$ cat src/rtl/pipe_ctrl_pkg.sv
// Shared pipeline definitions: FSM encodings, control-bundle struct, drain default and perf width.
// The perf width is consumed only when PIPE_CTRL_PERF_EN is defined.
package pipe_ctrl_pkg;

  localparam int REG_IDX_W        = 5;
  localparam int DRAIN_CYCLES_DEF = 3;
  localparam int PERF_W           = 32;

  localparam logic [1:0] ST_RUN    = 2'd0;
  localparam logic [1:0] ST_DRAIN  = 2'd1;
  localparam logic [1:0] ST_HALTED = 2'd2;

  typedef struct packed {
    logic pc_en;
    logic ifid_en;
    logic idex_en;
    logic exmem_en;
    logic memwb_en;
    logic ifid_flush;
    logic idex_flush;
  } ctrl_t;

  localparam ctrl_t CTRL_IDLE = '{1'b0, 1'b0, 1'b0, 1'b0, 1'b0, 1'b0, 1'b0};
  localparam ctrl_t CTRL_FLOW = '{1'b1, 1'b1, 1'b1, 1'b1, 1'b1, 1'b0, 1'b0};

  // The unused encoding 3 parks the core exactly like HALTED.
  function automatic logic is_halted_state(input logic [1:0] st);
    return (st == ST_HALTED) || (st == 2'd3);
  endfunction

endpackage

$ cat src/rtl/pipe_ctrl_if.sv
// Datapath <-> pipeline-controller signal bundle; master is the controller side.
// Perf counter outputs exist only when PIPE_CTRL_PERF_EN is defined.
interface pipe_ctrl_if;
  import pipe_ctrl_pkg::*;

  logic [REG_IDX_W-1:0] id_rs1;
  logic [REG_IDX_W-1:0] id_rs2;
  logic                 id_uses_rs2;
  logic                 id_halt;
  logic [REG_IDX_W-1:0] ex_rd;
  logic                 ex_memread;
  logic                 ex_redirect;
  logic                 mem_busy;
  logic                 pc_en;
  logic                 ifid_en;
  logic                 idex_en;
  logic                 exmem_en;
  logic                 memwb_en;
  logic                 ifid_flush;
  logic                 idex_flush;
  logic                 halted;
  logic [1:0]           state;
`ifdef PIPE_CTRL_PERF_EN
  logic [PERF_W-1:0]    stall_cycles;
  logic [PERF_W-1:0]    flush_count;
`endif

  modport master (
    input  id_rs1, id_rs2, id_uses_rs2, id_halt, ex_rd, ex_memread, ex_redirect, mem_busy,
`ifdef PIPE_CTRL_PERF_EN
    output stall_cycles, flush_count,
`endif
    output pc_en, ifid_en, idex_en, exmem_en, memwb_en, ifid_flush, idex_flush, halted, state
  );

  modport slave (
    output id_rs1, id_rs2, id_uses_rs2, id_halt, ex_rd, ex_memread, ex_redirect, mem_busy,
`ifdef PIPE_CTRL_PERF_EN
    input  stall_cycles, flush_count,
`endif
    input  pc_en, ifid_en, idex_en, exmem_en, memwb_en, ifid_flush, idex_flush, halted, state
  );

endinterface

$ cat src/rtl/pipe_ctrl_hazard_detect.sv
// Combinational load-use detector: a load in EX whose destination feeds the ID instruction.
module hazard_detect
  import pipe_ctrl_pkg::*;
(
  input  logic [REG_IDX_W-1:0] id_rs1_i,
  input  logic [REG_IDX_W-1:0] id_rs2_i,
  input  logic                 id_uses_rs2_i,
  input  logic [REG_IDX_W-1:0] ex_rd_i,
  input  logic                 ex_memread_i,
  output logic                 load_use_o
);

  // x0 is hardwired to zero, so a load targeting it never creates a dependency.
  assign load_use_o = ex_memread_i && (ex_rd_i != {REG_IDX_W{1'b0}}) &&
                      ((ex_rd_i == id_rs1_i) || (id_uses_rs2_i && (ex_rd_i == id_rs2_i)));

endmodule

$ cat src/rtl/pipe_ctrl.sv
// Pipeline controller: stall/flush/halt FSM with drain counter; outputs are combinational.
// Define PIPE_CTRL_PERF_EN to add the stall_cycles / flush_count performance counters.
module pipe_ctrl
  import pipe_ctrl_pkg::*;
#(
  parameter int DRAIN_CYCLES = DRAIN_CYCLES_DEF
) (
  input logic         clk,
  input logic         rst_n,
  pipe_ctrl_if.master bus
);

  localparam int CNT_W = (DRAIN_CYCLES > 0) ? $clog2(DRAIN_CYCLES + 1) : 1;

  logic [1:0]       state_q, state_d;
  logic [CNT_W-1:0] cnt_q, cnt_d;
  logic             lu_done_q, lu_done_d;
  logic             load_use_s;
  ctrl_t            ctrl_s;

  hazard_detect u_hazard (
    .id_rs1_i      (bus.id_rs1),
    .id_rs2_i      (bus.id_rs2),
    .id_uses_rs2_i (bus.id_uses_rs2),
    .ex_rd_i       (bus.ex_rd),
    .ex_memread_i  (bus.ex_memread),
    .load_use_o    (load_use_s)
  );

  // Next-state and control decode; lu_done_q limits each load-use stall to one cycle.
  always_comb begin
    state_d   = state_q;
    cnt_d     = cnt_q;
    lu_done_d = lu_done_q;
    ctrl_s    = CTRL_IDLE;
    if (!rst_n || bus.mem_busy) begin
      ctrl_s = CTRL_IDLE;
    end else begin
      case (state_q)
        ST_RUN: begin
          ctrl_s    = CTRL_FLOW;
          lu_done_d = 1'b0;
          if (bus.ex_redirect) begin
            ctrl_s.ifid_flush = 1'b1;
            ctrl_s.idex_flush = 1'b1;
          end else if (load_use_s && !lu_done_q) begin
            ctrl_s.pc_en      = 1'b0;
            ctrl_s.ifid_en    = 1'b0;
            ctrl_s.idex_flush = 1'b1;
            lu_done_d         = 1'b1;
          end else if (bus.id_halt) begin
            ctrl_s.pc_en      = 1'b0;
            ctrl_s.ifid_flush = 1'b1;
            cnt_d             = CNT_W'(DRAIN_CYCLES);
            state_d           = (DRAIN_CYCLES == 0) ? ST_HALTED : ST_DRAIN;
          end else begin
            ctrl_s = CTRL_FLOW;
          end
        end
        ST_DRAIN: begin
          ctrl_s         = CTRL_FLOW;
          ctrl_s.pc_en   = 1'b0;
          ctrl_s.ifid_en = 1'b0;
          cnt_d          = cnt_q - CNT_W'(1);
          if (cnt_q <= CNT_W'(1)) begin
            state_d = ST_HALTED;
          end else begin
            state_d = ST_DRAIN;
          end
        end
        default: begin
          ctrl_s = CTRL_IDLE;
        end
      endcase
    end
  end

  // FSM, drain counter and stall-once flag.
  always_ff @(posedge clk or negedge rst_n) begin
    if (!rst_n) begin
      state_q   <= ST_RUN;
      cnt_q     <= {CNT_W{1'b0}};
      lu_done_q <= 1'b0;
    end else begin
      state_q   <= state_d;
      cnt_q     <= cnt_d;
      lu_done_q <= lu_done_d;
    end
  end

  assign bus.pc_en      = ctrl_s.pc_en;
  assign bus.ifid_en    = ctrl_s.ifid_en;
  assign bus.idex_en    = ctrl_s.idex_en;
  assign bus.exmem_en   = ctrl_s.exmem_en;
  assign bus.memwb_en   = ctrl_s.memwb_en;
  assign bus.ifid_flush = ctrl_s.ifid_flush;
  assign bus.idex_flush = ctrl_s.idex_flush;
  assign bus.halted     = is_halted_state(state_q);
  assign bus.state      = state_q;

`ifdef PIPE_CTRL_PERF_EN
  logic [PERF_W-1:0] stall_cycles_q;
  logic [PERF_W-1:0] flush_count_q;

  // Free-running wrap-around event counters.
  always_ff @(posedge clk or negedge rst_n) begin
    if (!rst_n) begin
      stall_cycles_q <= {PERF_W{1'b0}};
      flush_count_q  <= {PERF_W{1'b0}};
    end else begin
      if (!ctrl_s.pc_en && ((state_q == ST_RUN) || (state_q == ST_DRAIN))) begin
        stall_cycles_q <= stall_cycles_q + PERF_W'(1);
      end else begin
        stall_cycles_q <= stall_cycles_q;
      end
      if (ctrl_s.ifid_flush) begin
        flush_count_q <= flush_count_q + PERF_W'(1);
      end else begin
        flush_count_q <= flush_count_q;
      end
    end
  end

  assign bus.stall_cycles = stall_cycles_q;
  assign bus.flush_count  = flush_count_q;
`endif

endmodule

$ cat src/flat_wrapper.sv
// flat-port wrapper written by rule: the top's interface ports become plain ports
module pipe_ctrl_flat import pipe_ctrl_pkg::*;
#(
  parameter int DRAIN_CYCLES = DRAIN_CYCLES_DEF
)
  (clk, rst_n, bus_id_rs1, bus_id_rs2, bus_id_uses_rs2, bus_id_halt, bus_ex_rd, bus_ex_memread, bus_ex_redirect, bus_mem_busy, bus_pc_en, bus_ifid_en, bus_idex_en, bus_exmem_en, bus_memwb_en, bus_ifid_flush, bus_idex_flush, bus_halted, bus_state);
  pipe_ctrl_if bus_i ();
  input logic clk;
  input logic rst_n;
  input wire logic [$bits(bus_i.id_rs1)-1:0] bus_id_rs1;
  input wire logic [$bits(bus_i.id_rs2)-1:0] bus_id_rs2;
  input wire logic [$bits(bus_i.id_uses_rs2)-1:0] bus_id_uses_rs2;
  input wire logic [$bits(bus_i.id_halt)-1:0] bus_id_halt;
  input wire logic [$bits(bus_i.ex_rd)-1:0] bus_ex_rd;
  input wire logic [$bits(bus_i.ex_memread)-1:0] bus_ex_memread;
  input wire logic [$bits(bus_i.ex_redirect)-1:0] bus_ex_redirect;
  input wire logic [$bits(bus_i.mem_busy)-1:0] bus_mem_busy;
  output wire logic [$bits(bus_i.pc_en)-1:0] bus_pc_en;
  output wire logic [$bits(bus_i.ifid_en)-1:0] bus_ifid_en;
  output wire logic [$bits(bus_i.idex_en)-1:0] bus_idex_en;
  output wire logic [$bits(bus_i.exmem_en)-1:0] bus_exmem_en;
  output wire logic [$bits(bus_i.memwb_en)-1:0] bus_memwb_en;
  output wire logic [$bits(bus_i.ifid_flush)-1:0] bus_ifid_flush;
  output wire logic [$bits(bus_i.idex_flush)-1:0] bus_idex_flush;
  output wire logic [$bits(bus_i.halted)-1:0] bus_halted;
  output wire logic [$bits(bus_i.state)-1:0] bus_state;
  assign bus_i.id_rs1 = bus_id_rs1;
  assign bus_i.id_rs2 = bus_id_rs2;
  assign bus_i.id_uses_rs2 = bus_id_uses_rs2;
  assign bus_i.id_halt = bus_id_halt;
  assign bus_i.ex_rd = bus_ex_rd;
  assign bus_i.ex_memread = bus_ex_memread;
  assign bus_i.ex_redirect = bus_ex_redirect;
  assign bus_i.mem_busy = bus_mem_busy;
  assign bus_pc_en = bus_i.pc_en;
  assign bus_ifid_en = bus_i.ifid_en;
  assign bus_idex_en = bus_i.idex_en;
  assign bus_exmem_en = bus_i.exmem_en;
  assign bus_memwb_en = bus_i.memwb_en;
  assign bus_ifid_flush = bus_i.ifid_flush;
  assign bus_idex_flush = bus_i.idex_flush;
  assign bus_halted = bus_i.halted;
  assign bus_state = bus_i.state;
  pipe_ctrl #(.DRAIN_CYCLES(DRAIN_CYCLES)) u_core (.clk(clk), .rst_n(rst_n), .bus(bus_i));
endmodule
$ cat config.mk
export PLATFORM = sky130hd
export DESIGN_NAME = pipe_ctrl_flat
export DESIGN_NICKNAME = d
export VERILOG_FILES = /design/src/rtl/pipe_ctrl_pkg.sv /design/src/rtl/pipe_ctrl_if.sv /design/src/rtl/pipe_ctrl_hazard_detect.sv /design/src/rtl/pipe_ctrl.sv /design/src/flat_wrapper.sv
export SDC_FILE = /design/constraint.sdc
export NUM_CORES = 1
export LEC_CHECK = 0
export BUFFER_PORTS_ARGS = -buffer_cell sky130_fd_sc_hd__buf_4
export CORE_AREA = 2 2 39 41
export CTS_BUF_LIST = sky130_fd_sc_hd__clkbuf_16
export CTS_CLUSTER_SIZE = 14
export DETAILED_ROUTE_END_ITERATION = 12
export DIE_AREA = 0 0 41 43
export GPL_ROUTABILITY_DRIVEN = 0
export PLACE_DENSITY = 0.75
export SLEW_MARGIN = 20
export SYNTH_ARGS = -nofsm -noshare
export SYNTH_HDL_FRONTEND = slang
export SYNTH_SLANG_ARGS = --single-unit
export TNS_END_PERCENT = 100
$ cat constraint.sdc
create_clock -name clk -period 1.7 [get_ports clk]
set_clock_uncertainty 0.2 [all_clocks]
set_input_delay 0.17 -clock clk [delete_from_list [all_inputs] [get_ports clk]]
set_output_delay 0.17 -clock clk [all_outputs]
set_load 0.01 [all_outputs]
==> flow_summary.ini, run 1 <==
[finish]
layout.nets = 122
n_antenna_cell = 0
finalNonFillerCells = 114
fin_area_sq_um = 924.6
drive_gt1_share_pct = 57.14
area_growth_pct = 97.07
fillers = 111

[worst_setup_path]
critPathMaxFanout = 4
cp_data_required_time_ps = 1330
worst-setup-path-type = reg2out
cp.arrival_ps = 1420
critPathLaunchType = flop
cp-end-kind = primary output

[synth]
synth-seq-cells = 5
yosysSeqAreaShare_pct = 26.67
ys_warn_count = 0
syn_inst = 55
synthTopCellsByCount = xnor2_1 (10), dfrtp_1 (5), nand2_1 (4)
netlist_area_sq_um = 469.2
synth_ff_type = dfrtp_1
synth_fp_nets = 78
synth_edf_count = 0
synth.most_common_cell = xnor2_1
ys_types = 27
netlist_top_cells_area = dfrtp_1 (27%), xnor2_1 (19%), a22o_1 (3.7%)
yosysTopAreaCell = dfrtp_1
synth-async-reset-ratio_pct = 100.0
syn_avg_cell_area_sq_um = 8.531
synth_top_area_share_pct = 26.67

[global_route]
grt_overflow_total = 0
gr-usage-all-layers_pct = 16.30
grt_pass1_wl_um = 1980
grt_max_degree = 9
antenna_found_initial = 0
grt_pass1_vias = 553

[sta]
slew_headroom_pct = 76.53
setup-tns-final_ps = -234.6
clock.fmax_mhz = 558.9
slew_violations = 0
worstMarginPinSlew_ps = 349.3
min_period_ps = 1789
setup_violations = 3
period_share_pct = 105.2
fin_ws_ps = -89.22
rsz0062_at_grt = yes
hold_violations = 0

[floorplan]
core_sq_mm = 0.001384
die_h_um = 43
die-area_sq_mm = 0.001763
num_rows = 14
die_x_um = 41
start_util_pct = 33.91
num_io_pins = 32

[power]
ir_drop_mv = 0.4700
totalPowerFinal_mw = 1.099
p_per_area_mw_per_mm2 = 1188
leakage_nw = 0.4290

[cts]
clock_latency_ps = 230
root_buffer = clkbuf_16
clock-sinks = 5
clk_pin_slew_ps = 40
cts_tree = done
h-tree-depth = 1
cts_buffer_depth = 2
numCtsBuffers = 3

[placed_design]
hpwlAfterDp_um = 1084
dpl-instance-area_sq_um = 778.2
dp_cells = 107
io_buffers = 31
dp_slack_ps = -80.04

[run_status]
outcome = finished with violations
violations = negative setup slack

[routing]
dr.pass1.iters = 4
routed_wl_um = 1339
postRouteAntennaNets = 0
drcViolationCount = 0
via_count = 572
viasPerCell = 5.018
wire_per_inst_um = 11.75
drtIter0Drc = 7

[min_path]
hp-class = in2async

[job]
drv_cap = 0
## logic make-up (layout without fill, tap and decap cells)
| family | after synthesis | after routing | synth area share [%] |
|---|---|---|---|
| flip-flops | 5 | 5 | 26.67 |
| adder cells (fa/ha/maj) | 1 | 1 | 2.666 |
| XOR/XNOR | 10 | 10 | 18.67 |
| AND/OR/NAND/NOR | 18 | 18 | 22.40 |
| buffers and inverters | 5 | 48 | 5.599 |
| AO/OA/AOI/OAI | 16 | 16 | 24.00 |
## per-layer routing
metal / up-vias / part of all wire (%) / track usage (%)
met5: - / 0 / 0
met4: 0 / 0 / 6.000
met3: 0 / 7.7 / 1.571
met2: 27 / 55 / 31.25
met1: 263 / 37 / 16.18
li1: 282 / - / -
## area by class of cell
| class | instances | area [sq um] | share of cell area, % |
|---|---|---|---|
| clock buffers | 3 | 75.07 | 8.119 |
| clock inverters | 1 | 5.005 | 0.5413 |
| inverters | 2 | 7.507 | 0.8119 |
| multi-input cells | 45 | 361.6 | 39.11 |
| flip-flops and latches | 5 | 126.4 | 13.67 |
| well taps | 16 | 20.02 | 2.165 |
| repair buffers | 42 | 329.1 | 35.59 |
## metrics by stage
step / utilization (%) / hold WS (ps)
floorplan: - / -325.6
global placement: 56.24 / -221.5
detailed placement: 56.24 / -217.7
finish: 66.82 / 144.4
global route: 66.82 / 169.2
CTS: 65.01 / 144.9
## sequential cells by signal (all words and copies together), names as in the netlist
register	cells
u_core.cnt_q	2
u_core.bus.state	2
u_core.lu_done_q	1
## critical path, cell delays in order (launching register included)
cell	delay (ps)
dfrtp_2	410
nor3b_4	230
buf_6	140
nand2b_4	70
a211oi_2	190
buf_4	150
## what timing repair did
action	in CTS	in global routing
setup endpoints to repair	4	4
endpoints found under the hold margin	5	0
setup buffers	1	1
pin swaps	7	5
hold buffers	1	0
resized for setup	6	4
## power by group
group,switching [mW],internal (mW)
combinational,0.217,0.272
clock,0.0799,0.308
sequential,0.0517,0.171
total,0.348,0.751
## cell usage in the layout, fill, tap and decap left out
cell type	synthesis	routed
and2b_1	2	2
a31oi_1	2	2
nor2b_4	0	1
a22oi_1	1	1
ha_1	1	1
dfrtp_2	0	1
o21ai_4	0	1
nor3b_4	0	1
o22ai_1	2	2
buf_4	2	38
nand2b_1	2	1
nand2_1	4	4
a211oi_2	1	1
nand4_1	1	1
o21ai_1	0	1
buf_6	0	3
nor2_4	0	1
dfrtp_1	5	4
o21ai_0	2	1
nand2b_4	0	1
a31o_2	1	1
xnor2_1	10	10
or4_4	0	1
inv_1	2	2
dlygate4sd3_1	0	1
nor3_1	2	2
nand3_1	2	2
nor2_2	1	1
clkbuf_16	0	3
clkinv_2	0	1
a21oi_2	0	1
o21a_1	1	1
a22o_1	2	2
a21oi_1	3	2
## worst paths after layout
kind                                     start                  end  slack [ps]  cells after the start
max                        u_core.bus.state[1]            bus_pc_en         -90                      5
min reg2reg                   u_core.lu_done_q     u_core.lu_done_q         310                      1
max in group asynchronous                rst_n  u_core.bus.state[1]         930                      2
min                                      rst_n      u_core.cnt_q[1]         140                      2
max reg2reg                   u_core.lu_done_q      u_core.cnt_q[0]         120                      5
min in group clk               bus_ex_redirect     u_core.lu_done_q         150                      3
Power figures use the tool's default switching activity.
==> run 2, diff against run 1 <==
SKIP_LAST_GASP = 1   (was not set)
==> flow_summary.ini, run 2 (synthesized netlist as in run 1, its figures left out) <==
[power]
power_frac_comb_pct = 44.4
totalPowerFinal_mw = 1.098
ir_drop_mv = 0.4700
pwr-share-seq_pct = 20.3
switching_share_pct = 31.64
p_int_mw = 0.7503
p_switching_mw = 0.3473
clock_power_share_pct = 35.3
leakage_nw = 0.4293
p_per_area_mw_per_mm2 = 1190

[finish]
layout.nets = 122
layout_common_cells = buf_4 (38), xnor2_1 (10), nand2_1 (4), dfrtp_1 (4)
area_growth_pct = 96.53
n_antenna_cell = 0
drive_gt1_share_pct = 56.12
final_common_cell = buf_4
finish.utilization_pct = 66.64

[routing]
drcViolationCount = 0
dr.pass1.iters = 3
via_count = 570
drtIter0Drc = 7
routed_wl_um = 1338
viasPerCell = 5.000
postRouteAntennaNets = 0
wire_per_inst_um = 11.74

[sta]
period_share_pct = 105.2
fin_ws_ps = -88.68
setup_violations = 3
min_period_ps = 1789
hold_violations = 0
slew_headroom_pct = 76.53
timing.hold.ws_ps = 144.3
worstMarginPinSlew_ps = 349.3
rsz0062_at_grt = yes
slew_violations = 0
clock.fmax_mhz = 559.1

[cts]
cts_tree = done
clock-sinks = 5
cts_buffer_depth = 2
numCtsBuffers = 3
h-tree-depth = 1
clock_latency_ps = 230
root_buffer = clkbuf_16
clk_pin_slew_ps = 40

[global_route]
grt_pass1_vias = 553
grt_max_degree = 9
antenna_found_initial = 0
gr-usage-all-layers_pct = 16.30
grt_pass1_wl_um = 1980
grt_overflow_total = 0

[floorplan]
start_util_pct = 33.91
num_rows = 14
core_sq_mm = 0.001384
die_x_um = 41
num_io_pins = 32
die_h_um = 43
die-area_sq_mm = 0.001763

[worst_setup_path]
critPathMaxFanout = 4
rr_worst_depth = 5
critPathMaxStageDelay_ps = 410
worst-setup-path-type = reg2out
cp_data_required_time_ps = 1330
critPathLaunchType = flop
r2r_setup_slack_ps = 120
r2r_start = u_core.lu_done_q
r2r_end = u_core.cnt_q[0]
crit_chain = nor3b_4 > buf_6 > nand2b_4 > nor2_1 > a22o_1 > buf_4
cp.arrival_ps = 1420
cp-end-kind = primary output
slowest_stage = dfrtp_2

[placed_design]
dp_slack_ps = -80.04
io_buffers = 31
hpwlAfterDp_um = 1084

[run_status]
violations = negative setup slack
outcome = finished with violations

[job]
drv_cap = 0

[min_path]
hp-class = in2async
==> run 2: changes by cell type in the layout (fill, tap and decap cells not counted) <==
cell / before / now
nor2_2: 1 / 0
nor2_1: 0 / 1
==> run 2: per-stage QoR <==
| stage | std cells | area [sq um] | TNS, ps |
|---|---|---|---|
| after floorplan | 55 | 484.2 | 0 |
| after global placement | 107 | 778.2 | -168.2 |
| after detailed placement | 107 | 778.2 | -172.9 |
| after CTS | 113 | 899.6 | -317.4 |
| after global routing | 114 | 922.1 | -414.7 |
| final | 114 | 922.1 | -245.5 |
==> run 2: layer usage <==
layer | up-vias | part of all wire, % | routed length, um | GRT usage [%]
met1 | 261 | 37 | 501 | 16.18
met5 | - | 0 | 0 | 0
met2 | 27 | 55 | 733 | 31.25
li1 | 282 | - | - | -
met3 | 0 | 7.7 | 103 | 1.571
met4 | 0 | 0 | 0 | 6.000
==> run 2: area by class of cell <==
cell class,count,area [sq um]
Clock buffer,3,75.07
Clock inverter,1,5.005
Fill cell,110,461.7
Multi-Input combinational cell,45,359.1
Tap cell,16,20.02
Timing Repair Buffer,42,329.1
Inverter,2,7.507
Sequential cell,5,126.4
==> run 2: timing repair <==
| action | in CTS | in global routing |
|---|---|---|
| pin swaps | 7 | 5 |
| endpoints found under the hold margin | 5 | 0 |
| hold buffers | 1 | 0 |
| endpoints found under the setup margin | 4 | 4 |
| setup buffers | 1 | 1 |
| gates resized for setup | 6 | 3 |
==> run 2: power by group through the flow <==
stage	Sequential [mW]	Clock [mW]	Combinational, mW
global placement	0.230	0	0.415
global route	0.231	0.399	0.539
floorplan	0.246	0	0.209
finish	0.223	0.388	0.487
detailed placement	0.232	0	0.427
CTS	0.222	0.390	0.471
==> run 2: critical path: cells and delay by family, from the launching register on <==
kind                   cells  cell delay, ps
flip-flops                 1             410
AND/OR/NAND/NOR            3             390
buffers and inverters      2             250
AO/OA/AOI/OAI              1             130
==> run 2: how the worst max path moves through the flow <==
stage                                   start        endpoint  slack, ps  depth (start not counted)
after floorplan           u_core.bus.state[1]  bus_ifid_flush          2                          4
after global placement           bus_ex_rd[1]       bus_pc_en        -80                          6
after detailed placement         bus_ex_rd[1]       bus_pc_en        -80                          6
after CTS                 u_core.bus.state[1]  bus_idex_flush       -120                          5
after global routing      u_core.bus.state[1]  bus_idex_flush       -140                          6
final                     u_core.bus.state[1]  bus_idex_flush        -90                          6
==> run 3, diff against run 2 <==
CAP_MARGIN = 30   (was not set)
SYNTH_HIERARCHICAL = 1   (was not set)
==> flow_summary.ini, run 3 <==
[routing]
via_count = 516
dr.pass1.iters = 4
wire_per_inst_um = 13.43
routed_wl_um = 1437
drcViolationCount = 0
drtIter0Drc = 9
postRouteAntennaNets = 0
viasPerCell = 4.822

[run_status]
outcome = finished with violations
violations = negative setup slack

[synth]
synth_top_area_share_pct = 26.53
synthTopCellsByCount = xor2_1 (7), a21oi_1 (6), dfrtp_1 (5)
synth_edf_count = 0
synth-async-reset-ratio_pct = 100.0
synth_ff_type = dfrtp_1
yosysTopAreaCell = dfrtp_1
yosysSeqAreaShare_pct = 26.53
syn_inst = 52
netlist_area_sq_um = 471.7
ys_types = 25
ys_warn_count = 6
synth_fp_nets = 75
synth.most_common_cell = xor2_1
netlist_top_cells_area = dfrtp_1 (27%), xor2_1 (13%), a21oi_1 (6.4%)
synth-seq-cells = 5
syn_avg_cell_area_sq_um = 9.071

[cts]
clock-sinks = 5
root_buffer = clkbuf_16
cts_buffer_depth = 2
cts_tree = done
clock_latency_ps = 230
numCtsBuffers = 3
clk_pin_slew_ps = 30
h-tree-depth = 1

[floorplan]
start_util_pct = 34.09
die_x_um = 41
die-area_sq_mm = 0.001763
num_rows = 14
die_h_um = 43
num_io_pins = 32
core_sq_mm = 0.001384

[power]
pwr-share-seq_pct = 24.3
p_per_area_mw_per_mm2 = 875.2
clock_power_share_pct = 47.4
leakage_nw = 0.4239
p_int_mw = 0.5918
ir_drop_mv = 0.5365
switching_share_pct = 26.27
power_frac_comb_pct = 28.3
p_switching_mw = 0.2108

[sta]
slew_headroom_pct = 79.89
setup_violations = 4
period_share_pct = 106.1
rsz0062_at_grt = yes
fin_ws_ps = -103.4
timing.hold.ws_ps = 67.08
min_period_ps = 1803
hold_violations = 0
worstMarginPinSlew_ps = 301.6
slew_violations = 0
clock.fmax_mhz = 554.5

[finish]
final_common_cell = buf_4
layout_common_cells = buf_4 (33), dfrtp_1 (5), xor2_1 (5)
multi_input_area_sq_um = 375.4
drive_gt1_share_pct = 61.54
layout.nets = 115
seqCellArea_sq_um = 125.1
fillers = 108
finalNonFillerCells = 107
area_growth_pct = 94.43
n_antenna_cell = 0

[global_route]
grt_pass1_vias = 516
grt_pass1_wl_um = 2194
grt_max_degree = 8
antenna_found_initial = 0
gr-usage-all-layers_pct = 18.22
grt_overflow_total = 0

[min_path]
hp-class = in2reg

[job]
drv_cap = 0

[placed_design]
hpwlAfterDp_um = 964
dp_cells = 100
io_buffers = 31

[worst_setup_path]
critPathMaxFanout = 5
cp.arrival_ps = 1430
critPathLaunchType = primary input
cp-end-kind = primary output
cp_data_required_time_ps = 1330
worst-setup-path-type = in2out
-- run 3: final cells by class --
class | instances | share of cell area [%]
Clock buffer | 3 | 8.186
Multi-Input combinational cell | 41 | 40.93
Sequential cell | 5 | 13.64
Tap cell | 16 | 2.183
Timing Repair Buffer | 38 | 33.42
Inverter | 3 | 1.228
Clock inverter | 1 | 0.4093
-- run 3: logic make-up after synthesis --
| kind of cell | share of synthesized area, % |
|---|---|
| AOI/OAI and AO/OA | 14.85 |
| xor gates and xnor gates | 18.57 |
| adders and majority gates | 2.652 |
| buffers and inverters | 7.691 |
| DFF | 26.53 |
| muxes | 3.182 |
| and+or+nand+nor | 26.52 |
-- run 3: what timing repair did --
action	in CTS	in global routing
gates resized for setup	4	14
setup endpoints to repair	6	8
hold buffers	1	0
pin swaps	5	11
endpoints found under the hold margin	5	0
buffers inserted	2	0
-- run 3: worst max-delay path, stage by stage --
cell	delay, ps
buf_6	90
xor2_2	160
nor4_2	250
nand3_1	120
a21oi_2	210
nand2b_4	110
a21oi_2	140
nor2_1	50
buf_4	130
-- run 3: worst paths after layout --
kind,startpoint,to,slack (ps),cells past startpoint
max,bus_id_rs2[3],bus_ifid_flush,-100,9
min,rst_n,u_core/bus.state[1],70,2
max reg2reg,u_core/bus.state[1],u_core/lu_done_q,260,3
min reg2reg,u_core/cnt_q[0],u_core/cnt_q[0],320,2
max in group asynchronous,rst_n,u_core/bus.state[0],930,2
min in group asynchronous,rst_n,u_core/bus.state[1],170,2
-- run 3: power by group through the flow --
stage	registers, mW	logic [mW]	clock network [mW]
2_1_floorplan	0.184	0.100	0
3_3_place_gp	0.185	0.192	0
3_5_place_dp	0.188	0.198	0
4_1_cts	0.188	0.207	0.385
5_1_grt	0.200	0.251	0.394
6_report	0.195	0.227	0.381
-- run 3: layer usage --
metal | wire length [um] | track usage (%) | up-vias
met2 | 813 | 30.31 | 15
met4 | 0 | 8.000 | 0
li1 | - | - | 256
met3 | 69 | 2.094 | 0
met5 | 0 | 0 | -
met1 | 554 | 22.11 | 245
-- run 3: stage by stage --
| step | TNS (ps) | utilization, % | worst slack, ps | instance area (sq um) | total power [mW] |
|---|---|---|---|---|---|
| after floorplan | 0 | - | 47.15 | 471.7 | 0.2842 |
| after global placement | -975.2 | 52.71 | -197.1 | 729.5 | 0.3773 |
| after detailed placement | -1107 | 52.71 | -179.9 | 729.5 | 0.3852 |
| after global routing | -642.2 | 66.27 | -173.2 | 917.1 | 0.8456 |
| final | -316.7 | 66.27 | -103.4 | 917.1 | 0.8026 |
| after CTS | -659.3 | 61.30 | -186.0 | 848.3 | 0.7798 |
